==> src/rtl/reorder_buffer_param.sv <==
// Parametrised reorder buffer: in-order allocate/retire, tail walk-back flush on mispredict.
// Optional ROB_STATS_EN builds 32-bit retire/flush counters; otherwise those ports read 0.
module reorder_buffer_param #(
  parameter int unsigned Depth = 16,
  parameter int unsigned PrW   = 6,
  parameter int unsigned ArW   = 5,
  parameter int unsigned AddrW = 32,
  localparam int unsigned Rw   = $clog2(Depth)
) (
  input  logic             clk_i,
  input  logic             rst_ni,
  input  logic             is_dispatch_i,
  input  logic             mem_op_i,
  input  logic             reg_dest_i,
  input  logic [PrW-1:0]   pr_old_dp_i,
  input  logic [PrW-1:0]   pr_new_dp_i,
  input  logic [ArW-1:0]   rd_dp_i,
  input  logic             hazard_stall_i,
  input  logic             complete_i,
  input  logic [Rw-1:0]    rob_number_i,
  input  logic             change_flow_i,
  input  logic [AddrW-1:0] jb_addr_i,
  output logic             cmp_stall_o,
  output logic [Rw-1:0]    out_rob_num_o,
  output logic             full_o,
  output logic             empty_o,
  output logic             retire_valid_o,
  output logic             reg_dest_retire_o,
  output logic             retire_lwst_o,
  output logic [PrW-1:0]   pr_old_rt_o,
  output logic [Rw-1:0]    retire_rob_o,
  output logic             recover_o,
  output logic             flush_valid_o,
  output logic             reg_dest_out_o,
  output logic [PrW-1:0]   pr_old_flush_o,
  output logic [PrW-1:0]   pr_new_flush_o,
  output logic [ArW-1:0]   rd_flush_o,
  output logic             change_flow_o,
  output logic [AddrW-1:0] change_flow_addr_o,
  output logic [31:0]      stat_retired_o,
  output logic [31:0]      stat_flushed_o
);

  typedef enum logic [1:0] {StIdle, StWalk, StRedir} state_e;

  localparam logic [Rw:0] FullCnt = (Rw + 1)'(Depth);
  localparam logic [Rw:0] PtrOne  = (Rw + 1)'(1);

  state_e             state_q, state_d;
  logic [Rw:0]        head_q, head_d, tail_q, tail_d, tail_m1, count;
  logic [Rw-1:0]      head_idx, tail_idx, tail_m1_idx, branch_rob_q, branch_rob_d;
  logic [Depth-1:0]   cmpl_q, cmpl_d, reg_dest_q, mem_op_q;
  logic [ArW-1:0]     rd_q     [Depth];
  logic [PrW-1:0]     pr_old_q [Depth];
  logic [PrW-1:0]     pr_new_q [Depth];
  logic [AddrW-1:0]   cf_addr_q;
  logic               wr_en, rd_en, accept, flush_valid;
  logic               ret_valid_q, ret_reg_dest_q, ret_mem_op_q;
  logic [PrW-1:0]     ret_pr_old_q;
  logic [Rw-1:0]      ret_rob_q;

  // Wrap bit in the pointer MSB separates full from empty.
  assign count       = tail_q - head_q;
  assign tail_m1     = tail_q - PtrOne;
  assign head_idx    = head_q[Rw-1:0];
  assign tail_idx    = tail_q[Rw-1:0];
  assign tail_m1_idx = tail_m1[Rw-1:0];
  assign full_o      = (count == FullCnt);
  assign empty_o     = (count == '0);

  assign accept = complete_i & change_flow_i & (state_q == StIdle);
  assign wr_en  = is_dispatch_i & ~full_o & ~hazard_stall_i & (state_q == StIdle) &
                  ~(complete_i & change_flow_i);
  assign rd_en  = cmpl_q[head_idx] & ~empty_o & ~hazard_stall_i & (state_q == StIdle);

  always_comb begin
    state_d      = state_q;
    branch_rob_d = branch_rob_q;
    flush_valid  = 1'b0;
    tail_d       = wr_en ? tail_q + PtrOne : tail_q;
    head_d       = rd_en ? head_q + PtrOne : head_q;
    unique case (state_q)
      StIdle: begin
        if (accept) begin
          branch_rob_d = rob_number_i;
          state_d      = (rob_number_i == tail_m1_idx) ? StRedir : StWalk;
        end
      end
      StWalk: begin
        if (tail_m1_idx != branch_rob_q) begin
          flush_valid = 1'b1;
          tail_d      = tail_m1;
        end else begin
          state_d = StRedir;
        end
      end
      StRedir: state_d = StIdle;
      default: state_d = StIdle;
    endcase
  end

  // Reallocation clears the bit last so a stale completion cannot mark a fresh entry.
  always_comb begin
    cmpl_d = cmpl_q;
    if (complete_i) cmpl_d[rob_number_i] = 1'b1;
    if (wr_en)      cmpl_d[tail_idx]     = 1'b0;
  end

  always_ff @(posedge clk_i or negedge rst_ni) begin
    if (!rst_ni) begin
      state_q        <= StIdle;
      head_q         <= '0;
      tail_q         <= '0;
      cmpl_q         <= '0;
      branch_rob_q   <= '0;
      cf_addr_q      <= '0;
      ret_valid_q    <= 1'b0;
      ret_reg_dest_q <= 1'b0;
      ret_mem_op_q   <= 1'b0;
      ret_pr_old_q   <= '0;
      ret_rob_q      <= '0;
    end else begin
      state_q      <= state_d;
      head_q       <= head_d;
      tail_q       <= tail_d;
      cmpl_q       <= cmpl_d;
      branch_rob_q <= branch_rob_d;
      ret_valid_q  <= rd_en;
      if (accept) cf_addr_q <= jb_addr_i;
      if (rd_en) begin
        ret_reg_dest_q <= reg_dest_q[head_idx];
        ret_mem_op_q   <= mem_op_q[head_idx];
        ret_pr_old_q   <= pr_old_q[head_idx];
        ret_rob_q      <= head_idx;
      end
    end
  end

  always_ff @(posedge clk_i) begin
    if (wr_en) begin
      reg_dest_q[tail_idx] <= reg_dest_i;
      mem_op_q[tail_idx]   <= mem_op_i;
      rd_q[tail_idx]       <= rd_dp_i;
      pr_old_q[tail_idx]   <= pr_old_dp_i;
      pr_new_q[tail_idx]   <= pr_new_dp_i;
    end
  end

  assign cmp_stall_o        = (state_q != StIdle);
  assign recover_o          = (state_q == StWalk);
  assign change_flow_o      = (state_q == StRedir);
  assign change_flow_addr_o = cf_addr_q;
  assign out_rob_num_o      = tail_idx;
  assign flush_valid_o      = flush_valid;
  assign reg_dest_out_o     = reg_dest_q[tail_m1_idx];
  assign pr_old_flush_o     = pr_old_q[tail_m1_idx];
  assign pr_new_flush_o     = pr_new_q[tail_m1_idx];
  assign rd_flush_o         = rd_q[tail_m1_idx];
  assign retire_valid_o     = ret_valid_q;
  assign reg_dest_retire_o  = ret_reg_dest_q;
  assign retire_lwst_o      = ret_mem_op_q;
  assign pr_old_rt_o        = ret_pr_old_q;
  assign retire_rob_o       = ret_rob_q;

`ifdef ROB_STATS_EN
  logic [31:0] stat_ret_q, stat_fl_q;
  always_ff @(posedge clk_i or negedge rst_ni) begin
    if (!rst_ni) begin
      stat_ret_q <= '0;
      stat_fl_q  <= '0;
    end else begin
      if (rd_en)       stat_ret_q <= stat_ret_q + 32'd1;
      if (flush_valid) stat_fl_q  <= stat_fl_q + 32'd1;
    end
  end
  assign stat_retired_o = stat_ret_q;
  assign stat_flushed_o = stat_fl_q;
`else
  assign stat_retired_o = '0;
  assign stat_flushed_o = '0;
`endif

endmodule

==> config.mk <==
export PLATFORM = sky130hd
export DESIGN_NAME = reorder_buffer_param
export DESIGN_NICKNAME = d
export VERILOG_FILES = /design/src/rtl/reorder_buffer_param.sv
export SDC_FILE = /design/constraint.sdc
export NUM_CORES = 1
export LEC_CHECK = 0
export ABC_AREA = 1
export ABC_CLOCK_PERIOD_IN_PS = 8300
export BUFFER_PORTS_ARGS = -buffer_cell sky130_fd_sc_hd__buf_2
export CAP_MARGIN = 20
export CORE_ASPECT_RATIO = 0.6
export CORE_MARGIN = 2
export CORE_UTILIZATION = 44
export CTS_BUF_LIST = sky130_fd_sc_hd__clkbuf_8
export CTS_CLUSTER_SIZE = 14
export DETAILED_ROUTE_END_ITERATION = 12
export GPL_TIMING_DRIVEN = 0
export PLACE_DENSITY_LB_ADDON = 0.3
export SYNTH_ARGS = -nofsm -noshare
export SYNTH_HDL_FRONTEND = slang
export SYNTH_SLANG_ARGS = --single-unit
==> constraint.sdc <==
create_clock -name clk_i -period 8.3 [get_ports clk_i]
set_input_delay 1.66 -clock clk_i [delete_from_list [all_inputs] [get_ports clk_i]]
set_output_delay 1.66 -clock clk_i [all_outputs]
set_load 0.03 [all_outputs]
# Yosys cells after proc, flatten, opt, wreduce, memory -nomap -nowiden
# Memories as Yosys holds them, arrays and structs flattened. A register that Yosys moved wholly into a read port is not among the register bits.
# Index checks and enable logic that the tools add are counted.
[totals]
reg_bits = 103
ram_bits = 272
input_bits = 61
word_cells = 83
memories = 3
[classes]
addsub = 4
n_lt_le_gt_ge = 6
eq_ne = 7
mux = 27
bitwise_logic = 16
n_reduce_logical = 8
[mem_list]
columns = ["memory", "words", "width", "rd", "rd_ports_with_merged_regs", "wr", "line_no", "rtl"]
rows = [
  ["pr_new_q", 16, 6, 1, 0, 1, "55", "logic [PrW-1:0] pr_new_q [Depth];"],
  ["pr_old_q", 16, 6, 2, 1, 1, "54", "logic [PrW-1:0] pr_old_q [Depth];"],
  ["rd_q", 16, 5, 1, 0, 1, "53", "logic [ArW-1:0] rd_q [Depth];"],
]
[op_table]
columns = ["op", "count"]
rows = [
  ["bitwise mux 16 bit", 2],
  ["2-to-1 mux 16 bit", 2],
  ["less-than comparator 4 x 5 -> 1 bit (second input constant)", 4],
  ["bitwise AND 16 bit", 1],
  ["binary-select mux 1 bit (select 4 bit)", 4],
  ["NOT 16 bit", 1],
  ["OR 16 bit", 1],
  ["2-to-1 mux 5 bit", 3],
  ["adder 5 x 1 -> 5 bit (second input constant)", 2],
  ["2-to-1 mux 1 bit", 10],
  ["bitwise AND 1 bit", 9],
  ["demux 1 bit (select 4 bit)", 2],
  ["greater-or-equal comparator 4 x 1 -> 1 bit (second input constant)", 2],
  ["2-to-1 mux 2 bit", 3],
  ["== test 5 bit (second input constant)", 1],
  ["logical NOT 5 bit", 1],
  ["subtractor 5 x 1 -> 5 bit (second input constant)", 1],
  ["subtractor 5 bit", 1],
  ["== test 4 bit", 1],
  ["!= test 2 bit (second input constant)", 2],
  ["!= test 4 bit", 1],
  ["NOT 1 bit", 4],
  ["one-hot mux 2 bit (2 select lines)", 1],
  ["AND reduction 2 bit", 2],
  ["other kinds (6)", 7],
]

# Depth between registers and ports, before layout
# Gate-level depths: netlist of run 1.
[depth]
word_depth = 10
ltp_mapped = 19
mapped_depth_nobuf = 16

# Worst setup path before layout of run 1
# No wires, ideal clock.
[synth_timing]
kind = "register to output"
from = "register tail_q[0]"
to = "output port rd_flush_o[4]"
t_arrival_ns = 2.410
required_time_ns = 6.640
path_slack_ns = 4.230
stages_incl_launch_ff = 14
n_path_buf = 6
cell_sequence = "dfrtp_1 inv_2 buf_6 buf_6 buf_2 ha_1 buf_2 inv_2 buf_4 clkbuf_1 o21ai_0 o221ai_1 o211ai_1 nand2_1"
[synth_between]
elab_chain_len = 2
[synth_rtl]
columns = ["element", "line_no", "rtl"]
rows = [
  ["from (decl)", "50", "logic [Rw:0] head_q, head_d, tail_q, tail_d, tail_m1, count;"],
  ["from (signal assigned)", "125", "tail_q <= tail_d;"],
  ["subtractor 5 x 1 -> 5 bit", "64", "assign tail_m1 = tail_q - PtrOne;"],
  ["memory read (16 x 5 bit)", "--", ""],
  ["to (decl)", "37", "output logic [ArW-1:0] rd_flush_o,"],
]
# No other way between the ends.

# Worst setup path after layout of run 1
[layout_timing]
from = "register tail_q[0]"
to = "output port pr_old_flush_o[0]"
[layout_between]
elab_chain_len = 2
[layout_rtl]
columns = ["element", "line_no", "rtl"]
rows = [
  ["subtractor 5 x 1 -> 5 bit", "64", ""],
  ["memory read (16 x 6 bit)", "--", ""],
  ["to (decl)", "35", "output logic [PrW-1:0] pr_old_flush_o,"],
]
# No other way between the ends.

==> results of run 1 <==
where the power goes:
group	total [W]	switching, W	internal (W)
Sequential	0.00243	0.000147	0.00228
Clock	0.00142	0.000744	0.000675
Combinational	0.00438	0.00317	0.00120
final timing paths:
kind / to / cells past startpoint
max: pr_old_flush_o[0] / 14
min: change_flow_addr_o[16] / 2
max reg2reg: pr_old_q[3][5] / 18
min reg2reg: change_flow_addr_o[16] / 2
max in group asynchronous: change_flow_addr_o[2] / 2
min in group asynchronous: retire_rob_o[1] / 1
routing by layer:
| metal | track usage | up-vias | share of wire |
|---|---|---|---|
| met5 | 0 | - | 0 |
| met4 | 0.0784 | 0 | 0.024 |
| met3 | 0.0890 | 123 | 0.15 |
| met2 | 0.367 | 982 | 0.41 |
| met1 | 0.395 | 6609 | 0.41 |
| li1 | - | 6053 | - |
stage by stage:
step	area [um2]	setup WS, ns	util	cells	total power (W)
6_report	20100	1.84	0.528	2428	0.00822
5_1_grt	20100	1.78	0.528	2428	0.00863
4_1_cts	20100	2.07	0.527	2427	0.00811
3_5_place_dp	19100	2.74	0.501	2324	0.00671
3_3_place_gp	18700	2.22	0.492	2308	0.00658
2_1_floorplan	17400	4.23	-	1662	0.00518
cell usage in the layout, fill, tap and decap left out, drive strengths merged:
cell type	count
ha	9
o22ai	24
and3	1
bufinv	1
nand3	76
or2	1
buf	270
nor3	5
edfxtp	304
xor2	9
nand4	2
a21oi	87
xnor2	5
clkbuf	100
a31oi	7
nand2	255
o21ai	227
clkinv	13
dfrtp	77
conb	64
o221ai	24
nor2	184
inv	120
clkinvlp	2
o211ai	48
area by class of cell:
cell class,count,area [um2],share of cell area
clock inverter,45,205,0.0102
sequential,381,11100,0.550
clock buffer,58,798,0.0397
inverter,91,349,0.0174
buffer,162,1000,0.0498
multi-input combinational,1028,5040,0.251
timing repair buffer,150,1000,0.0499
tap,513,642,0.0319
flip-flops by register name (all words and copies together), names as in the netlist, 6 cells and up:
name and flops:
pr_new_q 96, pr_old_rt_o 6, cmpl_q 16, rd_q 80
mem_op_q 16, reg_dest_q 16, pr_old_q 96, change_flow_addr_o 32
kinds of logic (layout without fill, tap and decap cells):
group | Yosys count | after routing | share of synthesized area
other | 1 | 64 | 0.000218
AOI/OAI and AO/OA | 417 | 417 | 0.136
and+or+nand+nor | 524 | 524 | 0.127
xor gates and xnor gates | 14 | 14 | 0.00714
adders and majority gates | 9 | 9 | 0.00656
DFF | 381 | 381 | 0.644
buffers and inverters | 253 | 506 | 0.0786
worst max-delay path: cells and delay by family (launching register included):
kind	cells	cell delay [ns]
AO/OA/AOI/OAI	2	0.52
adder cells (fa/ha/maj)	1	0.30
buffers and inverters	9	2.23
flip-flops	1	0.64
AND/OR/NAND/NOR	2	0.47
==> impl_summary.txt, run 1 <==
----------------------------------------------------
[Timing]
  Worst slew margin ... 0.392
  Unrepaired setup endpoints after global routing ... no
  Number of failing setup endpoints in the final timing report ... 0
  Fin Clk Skew ... 0.0486 ns
  Post-Route Setup TNS ... 0 ns
  Min Clock Period, post-route ... between 6 and 7 ns
  Final max-slew violation count ... 0
  Final Cycle Share ... 0.779
  Top achievable clock speed ... 155 MHz
  Worst slew pin tran ... around 0.91 ns
  Min Hold Slack ... about 0.47 ns
  Final Hold Fails ... 0

[Logic synthesis]
  Most frequent cells after synthesis ... 304 x sky130_fd_sc_hd__edfxtp_1, 243 x sky130_fd_sc_hd__nand2_1, 186 x sky130_fd_sc_hd__o21ai_0, 179 x sky130_fd_sc_hd__nor2_1, 87 x sky130_fd_sc_hd__a21oi_1
  Ranking of synthesized cells by area ... sky130_fd_sc_hd__edfxtp_1 53%, sky130_fd_sc_hd__dfrtp_1 11%, sky130_fd_sc_hd__o21ai_0 5.4%, sky130_fd_sc_hd__nand2_1 5.3%, sky130_fd_sc_hd__nor2_1 3.9%
  Register bit total from synthesis ... about 380
  Post-synth EDFFs ... 304
  Share of async-settable or async-resettable flops after synthesis ... 0.202
  Area share of the leading cell type in the synthesized netlist ... 0.532
  Library cell occupying the most area in the post-synthesis netlist ... sky130_fd_sc_hd__edfxtp_1
  Count of warnings emitted by yosys ... 0
  Synthesized cell area ... ~17000 um2
  Number of unique standard cell types used by synthesis ... 37
  Number of standard cells after synthesis ... 1599
  Sequential area share after synthesis ... 0.644
  Synthesized area divided by synthesized cell count ... between 10 and 15 um2
  Dominant synthesized flop cell ... sky130_fd_sc_hd__edfxtp_1
  Count leader, synth ... sky130_fd_sc_hd__edfxtp_1

[Floorplanning]
  Placeable core region ... 38100 um2
  Die Area ... just over 40000 um2
  Starting utilization of the core area ... 0.451
  Number of primary I/O pins ... 198
  DIE WIDTH ... 259 um
  Height of the die ... 157 um
  Floorplan row count ... 55

[Clock tree]
  Clock latency on the worst-skew pair ... 0.66 ns
  Clock tree buffer depth ... 3
  H-tree Lvls ... 2
  Post-CTS Hold Buffers ... 0
  Postcts setup bufs ... 0
  Root Driver ... sky130_fd_sc_hd__clkbuf_8
  Clock tree from TritonCTS ... yes
  Sinks on Clock Net ... 381
  Clock slew seen by the registers of the worst setup and hold paths ... 0.06 ns
  Post-cts gate resize count ... 0
  Number of buffers created by CTS ... 56

[Status]
  Outcome ... completed

[Power]
  Ratio of total power to cell area ... roughly 410 nW/um2
  Leak pwr ... 8.13 nW
  Maximum vdd drop ... 0.200 mV

[Critical path]
  Launching instance or port of the critical path ... tail_q[0]
  Cell mode on critical path ... sky130_fd_sc_hd__buf_2
  CP peak stage delay ... 0.64 ns
  Critical Path Fanout Max ... 12
  Origin of the critical flop-to-flop path ... tail_q[0]
  Data arrival at the endpoint of the critical path ... 4.80 ns
  Kind of end point of the critical path ... output port
  Critical path start-end classification ... reg -> out
  Setup slack on the worst flop-to-flop path ... 4.21 ns
  Critical Path RT ... 6.64 ns
  Cells along the critical path ... inv_2 -> buf_6 -> buf_6 -> buf_2 -> ha_1 -> buf_2 -> inv_2 -> buf_4 -> clkbuf_1 -> o21ai_0 -> o211ai_1 -> nand3_1 -> nand2_1 -> buf_2
  Highest-delay cell along the critical path ... sky130_fd_sc_hd__dfrtp_1
  Kind of start point of the critical path ... flip-flop

[Route]
  # DRC ... 0
  Wire length after detailed routing ... 55.0 mm
  Via-per-instance ratio ... 5.67
  Initial DRC Count ... 2391
  Average wire per standard cell ... 22.6 um
  Number of detailed-routing iterations run before antenna repair ... 6
  Number of vias after detailed routing ... 13767
  Post-route antenna net violation count ... 0

[Layout]
  Filler Cells Inserted ... 3339
  Inserted Diodes ... 0
  Area Growth Syn to Fin ... 17.1%
  Share of layout cells above drive strength 1 ... 0.197
  Layout net count ... 1940

[Place]
  Detail Placement HPWL ... 37.9 mm
  Final Wtd Congestion ... 0.943
  Count of buffers from port buffering ... 133

[Global route]
  Aggregate global routing overflow ... 0
  Number of global-route vias before repair ... ~13000
  Number of antenna violations at the first check in global routing ... 0
  Largest net degree at the start of global routing ... 68
  Overall global routing resource usage ... 0.266
  First-pass GRT wire length ... 80.2 mm

[Run]
  Maxcap violations ... 0

[Hold path]
  Worst Min Path Start ... change_flow_addr_o[16]
  Class of the tightest hold or removal check ... reg -> reg

----------------------------------------------------
Note: power is estimated with default switching activity, not from simulation.
==> run 2: changes to the inputs <==
--- a/config.mk
+++ b/config.mk
@@ -5,8 +5,8 @@
 export SDC_FILE = /design/constraint.sdc
 export NUM_CORES = 1
 export LEC_CHECK = 0
-export ABC_AREA = 1
-export ABC_CLOCK_PERIOD_IN_PS = 8300
+export ABC_AREA = 0
+export ABC_CLOCK_PERIOD_IN_PS = 6720
 export BUFFER_PORTS_ARGS = -buffer_cell sky130_fd_sc_hd__buf_2
 export CAP_MARGIN = 20
 export CORE_ASPECT_RATIO = 0.6
==> constraint.sdc (replaced) <==
create_clock -name clk_i -period 6.72 [get_ports clk_i]
set_input_delay 1.344 -clock clk_i [delete_from_list [all_inputs] [get_ports clk_i]]
set_output_delay 1.344 -clock clk_i [all_outputs]
set_load 0.03 [all_outputs]
==> run 2 against run 1 <==
Final cell count is 29% lower. Critical path type unchanged. Clock power is 20% higher. Count of clock-buffer cells in the layout down 1.
==> impl_summary.txt, run 2 <==
----------------------------------------------------
[Route]
  Initial DRC Count ... 1200 (-50%)
  Number of detailed-routing iterations run before antenna repair ... 5 (-1)
  Average wire per standard cell ... 24.1 um (+6.6%)
  # DRC ... 0 (unchanged)
  Number of vias after detailed routing ... 9524 (-31%)
  Wire length after detailed routing ... 41.8 mm (-24%)
  Post-route antenna net violation count ... 0 (unchanged)
  Via-per-instance ratio ... 5.50 (-3.0%)

[Logic synthesis]
  Count of warnings emitted by yosys ... 0 (unchanged)
  Ranking of synthesized cells by area ... sky130_fd_sc_hd__edfxtp_1 55%, sky130_fd_sc_hd__mux4_2 16%, sky130_fd_sc_hd__dfrtp_1 12%, sky130_fd_sc_hd__buf_4 3.2%, sky130_fd_sc_hd__mux2_2 2.7%
  Dominant synthesized flop cell ... sky130_fd_sc_hd__edfxtp_1
  Area share of the leading cell type in the synthesized netlist ... 0.548 (+0.0159)
  Post-synth EDFFs ... 304 (unchanged)
  Count leader, synth ... sky130_fd_sc_hd__edfxtp_1
  Number of unique standard cell types used by synthesis ... 55 (+49%)
  Number of standard cells after synthesis ... 905 (-43%)
  Most frequent cells after synthesis ... 304 x sky130_fd_sc_hd__edfxtp_1, 115 x sky130_fd_sc_hd__mux4_2, 77 x sky130_fd_sc_hd__dfrtp_1, 70 x sky130_fd_sc_hd__buf_4, 40 x sky130_fd_sc_hd__mux2_2
  Library cell occupying the most area in the post-synthesis netlist ... sky130_fd_sc_hd__edfxtp_1
  Share of async-settable or async-resettable flops after synthesis ... 0.202 (unchanged)
  Sequential area share after synthesis ... 0.663 (+0.0192)
  Register bit total from synthesis ... 381 (unchanged)
  Synthesized cell area ... 16700 um2 (-2.9%)
  Synthesized area divided by synthesized cell count ... 18.4 um2 (+72%)

[Layout]
  Post-layout instance area ... 19700 um2 (-2.1%)
  Highest-count cells in the layout ignoring fill and taps ... 304 x sky130_fd_sc_hd__edfxtp_1, 146 x sky130_fd_sc_hd__buf_2, 115 x sky130_fd_sc_hd__mux4_2
  Largest registers ... pr_new_q: 96 flops, pr_old_q: 96 flops, rd_q: 80 flops
  Layout net count ... 1244 (-36%)
  Most common cell after layout, fill and taps aside ... sky130_fd_sc_hd__edfxtp_1
  Area Growth Syn to Fin ... 18.1%
  Inserted Diodes ... 0 (unchanged)
  Share of layout cells above drive strength 1 ... 0.401 (+0.204)

[Critical path]
  Kind of end point of the critical path ... output port
  Critical Path Fanout Max ... 10 (-2)
  Origin of the critical flop-to-flop path ... tail_q[0]
  Kind of start point of the critical path ... flip-flop
  Highest-delay cell along the critical path ... sky130_fd_sc_hd__buf_1
  Critical Path RT ... 5.38 ns (-1.26 ns)
  Critical path start-end classification ... reg -> out
  Endpoint of the lowest-slack register-to-register path ... pr_old_q[5][3]
  Cell mode on critical path ... sky130_fd_sc_hd__buf_2
  CP peak stage delay ... 0.76 ns (+0.12 ns)
  Data arrival at the endpoint of the critical path ... 4.99 ns (+0.19 ns)
  Cells along the critical path ... clkbuf_1 -> buf_2 -> clkbuf_4 -> inv_1 -> ha_1 -> buf_1 -> mux4_2 -> nor2b_1 -> a211oi_1 -> a21oi_1 -> buf_2
  Setup slack on the worst flop-to-flop path ... 1.76 ns (-2.45 ns)
  R2R cell count ... 13 (-5)

[Floorplanning]
  DIE WIDTH ... 255 um (-1.4%)
  Number of primary I/O pins ... 198 (unchanged)
  Floorplan row count ... 55 (unchanged)
  Die Area ... 39500 um2 (-2.8%)
  Starting utilization of the core area ... 0.444 (-0.00662)
  Height of the die ... 155 um (-1.4%)
  Placeable core region ... 37500 um2 (-1.4%)

[Global route]
  Largest net degree at the start of global routing ... 65 (-4.4%)
  Number of global-route vias before repair ... 9318 (-27%)
  Overall global routing resource usage ... 0.214 (-0.0519)
  Aggregate global routing overflow ... 0 (unchanged)
  First-pass GRT wire length ... 61.2 mm (-24%)
  Number of antenna violations at the first check in global routing ... 1 (+1)

[Place]
  Count of buffers from port buffering ... 131 (-1.5%)
  Detail Placement HPWL ... 28.1 mm (-26%)
  Placed inst area ... 18600 um2 (-2.3%)
  Final Wtd Congestion ... 0.865 (-8.3%)

[Timing]
  Min Hold Slack ... 0.501 ns (+0.0336 ns)
  Min Clock Period, post-route ... 6.34 ns
  Worst slew pin tran ... 1.03 ns (+0.119 ns)
  Final Hold Fails ... 0 (unchanged)
  Number of failing setup endpoints in the final timing report ... 0 (unchanged)
  Worst slew margin ... 0.314 (-0.0780)
  Top achievable clock speed ... roughly 160 MHz
  Final Cycle Share ... 0.943
  Final max-slew violation count ... 0 (unchanged)
  Fin Clk Skew ... 0.0308 ns (-0.0178 ns)
  Post-Route Setup TNS ... 0 ns (unchanged)
  Unrepaired setup endpoints after global routing ... no

[Hold path]
  Worst Min Path Start ... change_flow_addr_o[0]
  Hold-critical path endpoint ... change_flow_addr_o[0]
  Worst hold stages ... 1 (-1)
  Class of the tightest hold or removal check ... reg -> reg

[Status]
  Outcome ... completed

[Clock tree]
  H-tree Lvls ... 2 (unchanged)
  Clock slew seen by the registers of the worst setup and hold paths ... 0.07 ns (about the same)
  Number of buffers created by CTS ... 54 (-3.6%)
  Clock latency on the worst-skew pair ... 0.62 ns (-0.04 ns)
  Clock tree from TritonCTS ... yes
  Root Driver ... sky130_fd_sc_hd__clkbuf_8
  Clock tree buffer depth ... 3 (unchanged)
  Post-CTS Hold Buffers ... 0 (unchanged)
  Sinks on Clock Net ... 381 (unchanged)

[Power]
  Ratio of total power to cell area ... 487 nW/um2 (+19%)
  Maximum vdd drop ... 0.419 mV (+110%)
  Leak pwr ... 7.37 nW (-9.4%)
  Total chip power ... 0.00958 W (+16%)

[Run]
  Maxcap violations ... 0 (unchanged)

----------------------------------------------------
[run 2: timing repair]
item / 4_1_cts / 5_1_grt
endpoints found under the setup margin: 17 / 16
setup buffers: 0 / 0
gates resized for setup: 7 / 6
[run 2: report_power, final]
group          switching, W  internal (W)
sequential         0.000172       0.00283
clock              0.000877      0.000825
combinational       0.00298       0.00189
total               0.00402       0.00555
[run 2: kinds of logic (layout without fill, tap and decap cells)]
group | Yosys count | in the layout | synth area share
fa+ha+maj | 9 | 9 | 0.00676
flops | 381 | 381 | 0.663
buf+inv | 129 | 380 | 0.0480
mux | 185 | 185 | 0.203
simple gates | 92 | 92 | 0.0326
compound gates | 87 | 87 | 0.0343
xor+xnor | 21 | 21 | 0.0119
other cells | 1 | 64 | 0.000225
[run 2: final cells by class]
class / count / area, um2
buffer: 118 / 782
clock buffer: 57 / 785
clock inverter: 44 / 209
fill: 3022 / 17800
inverter: 11 / 41.3
multi-input combinational: 458 / 5050
sequential: 381 / 11100
tap: 513 / 642
timing repair buffer: 150 / 1110
[run 2: how the worst max path moves through the flow]
stage                         start                 to  slack, ns  cells past startpoint
after floorplan           tail_q[0]  pr_old_flush_o[3]       2.13                     12
after global placement    tail_q[0]  pr_new_flush_o[4]       0.55                     11
after detailed placement  tail_q[0]  pr_old_flush_o[1]       0.46                     11
after CTS                 tail_q[0]  pr_old_flush_o[1]       0.05                     11
after global routing      tail_q[0]  pr_old_flush_o[1]       0.09                     13
final                     tail_q[0]  pr_old_flush_o[1]       0.38                     11
[run 2: critical path, delay by kind of cell, from the launching register on]
family | cells | cell delay, ns
flops | 1 | 0.42
fa+ha+maj | 1 | 0.50
mux | 1 | 0.45
simple gates | 1 | 0.15
compound gates | 2 | 0.40
buf+inv | 6 | 2.44
[run 2: per-layer routing]
layer / part of all wire / track usage
met1: 0.44 / 0.337
met2: 0.43 / 0.291
met3: 0.11 / 0.0651
met4: 0.016 / 0.0476
met5: 0.00033 / 0
[run 2: per-stage QoR]
stage | setup WS (ns) | utilization | std cells
floorplan | 2.13 | - | 968
global placement | 0.547 | 0.485 | 1612
detailed placement | 0.463 | 0.496 | 1629
CTS | 0.0456 | 0.523 | 1730
global route | 0.0897 | 0.525 | 1732
finish | 0.383 | 0.525 | 1732
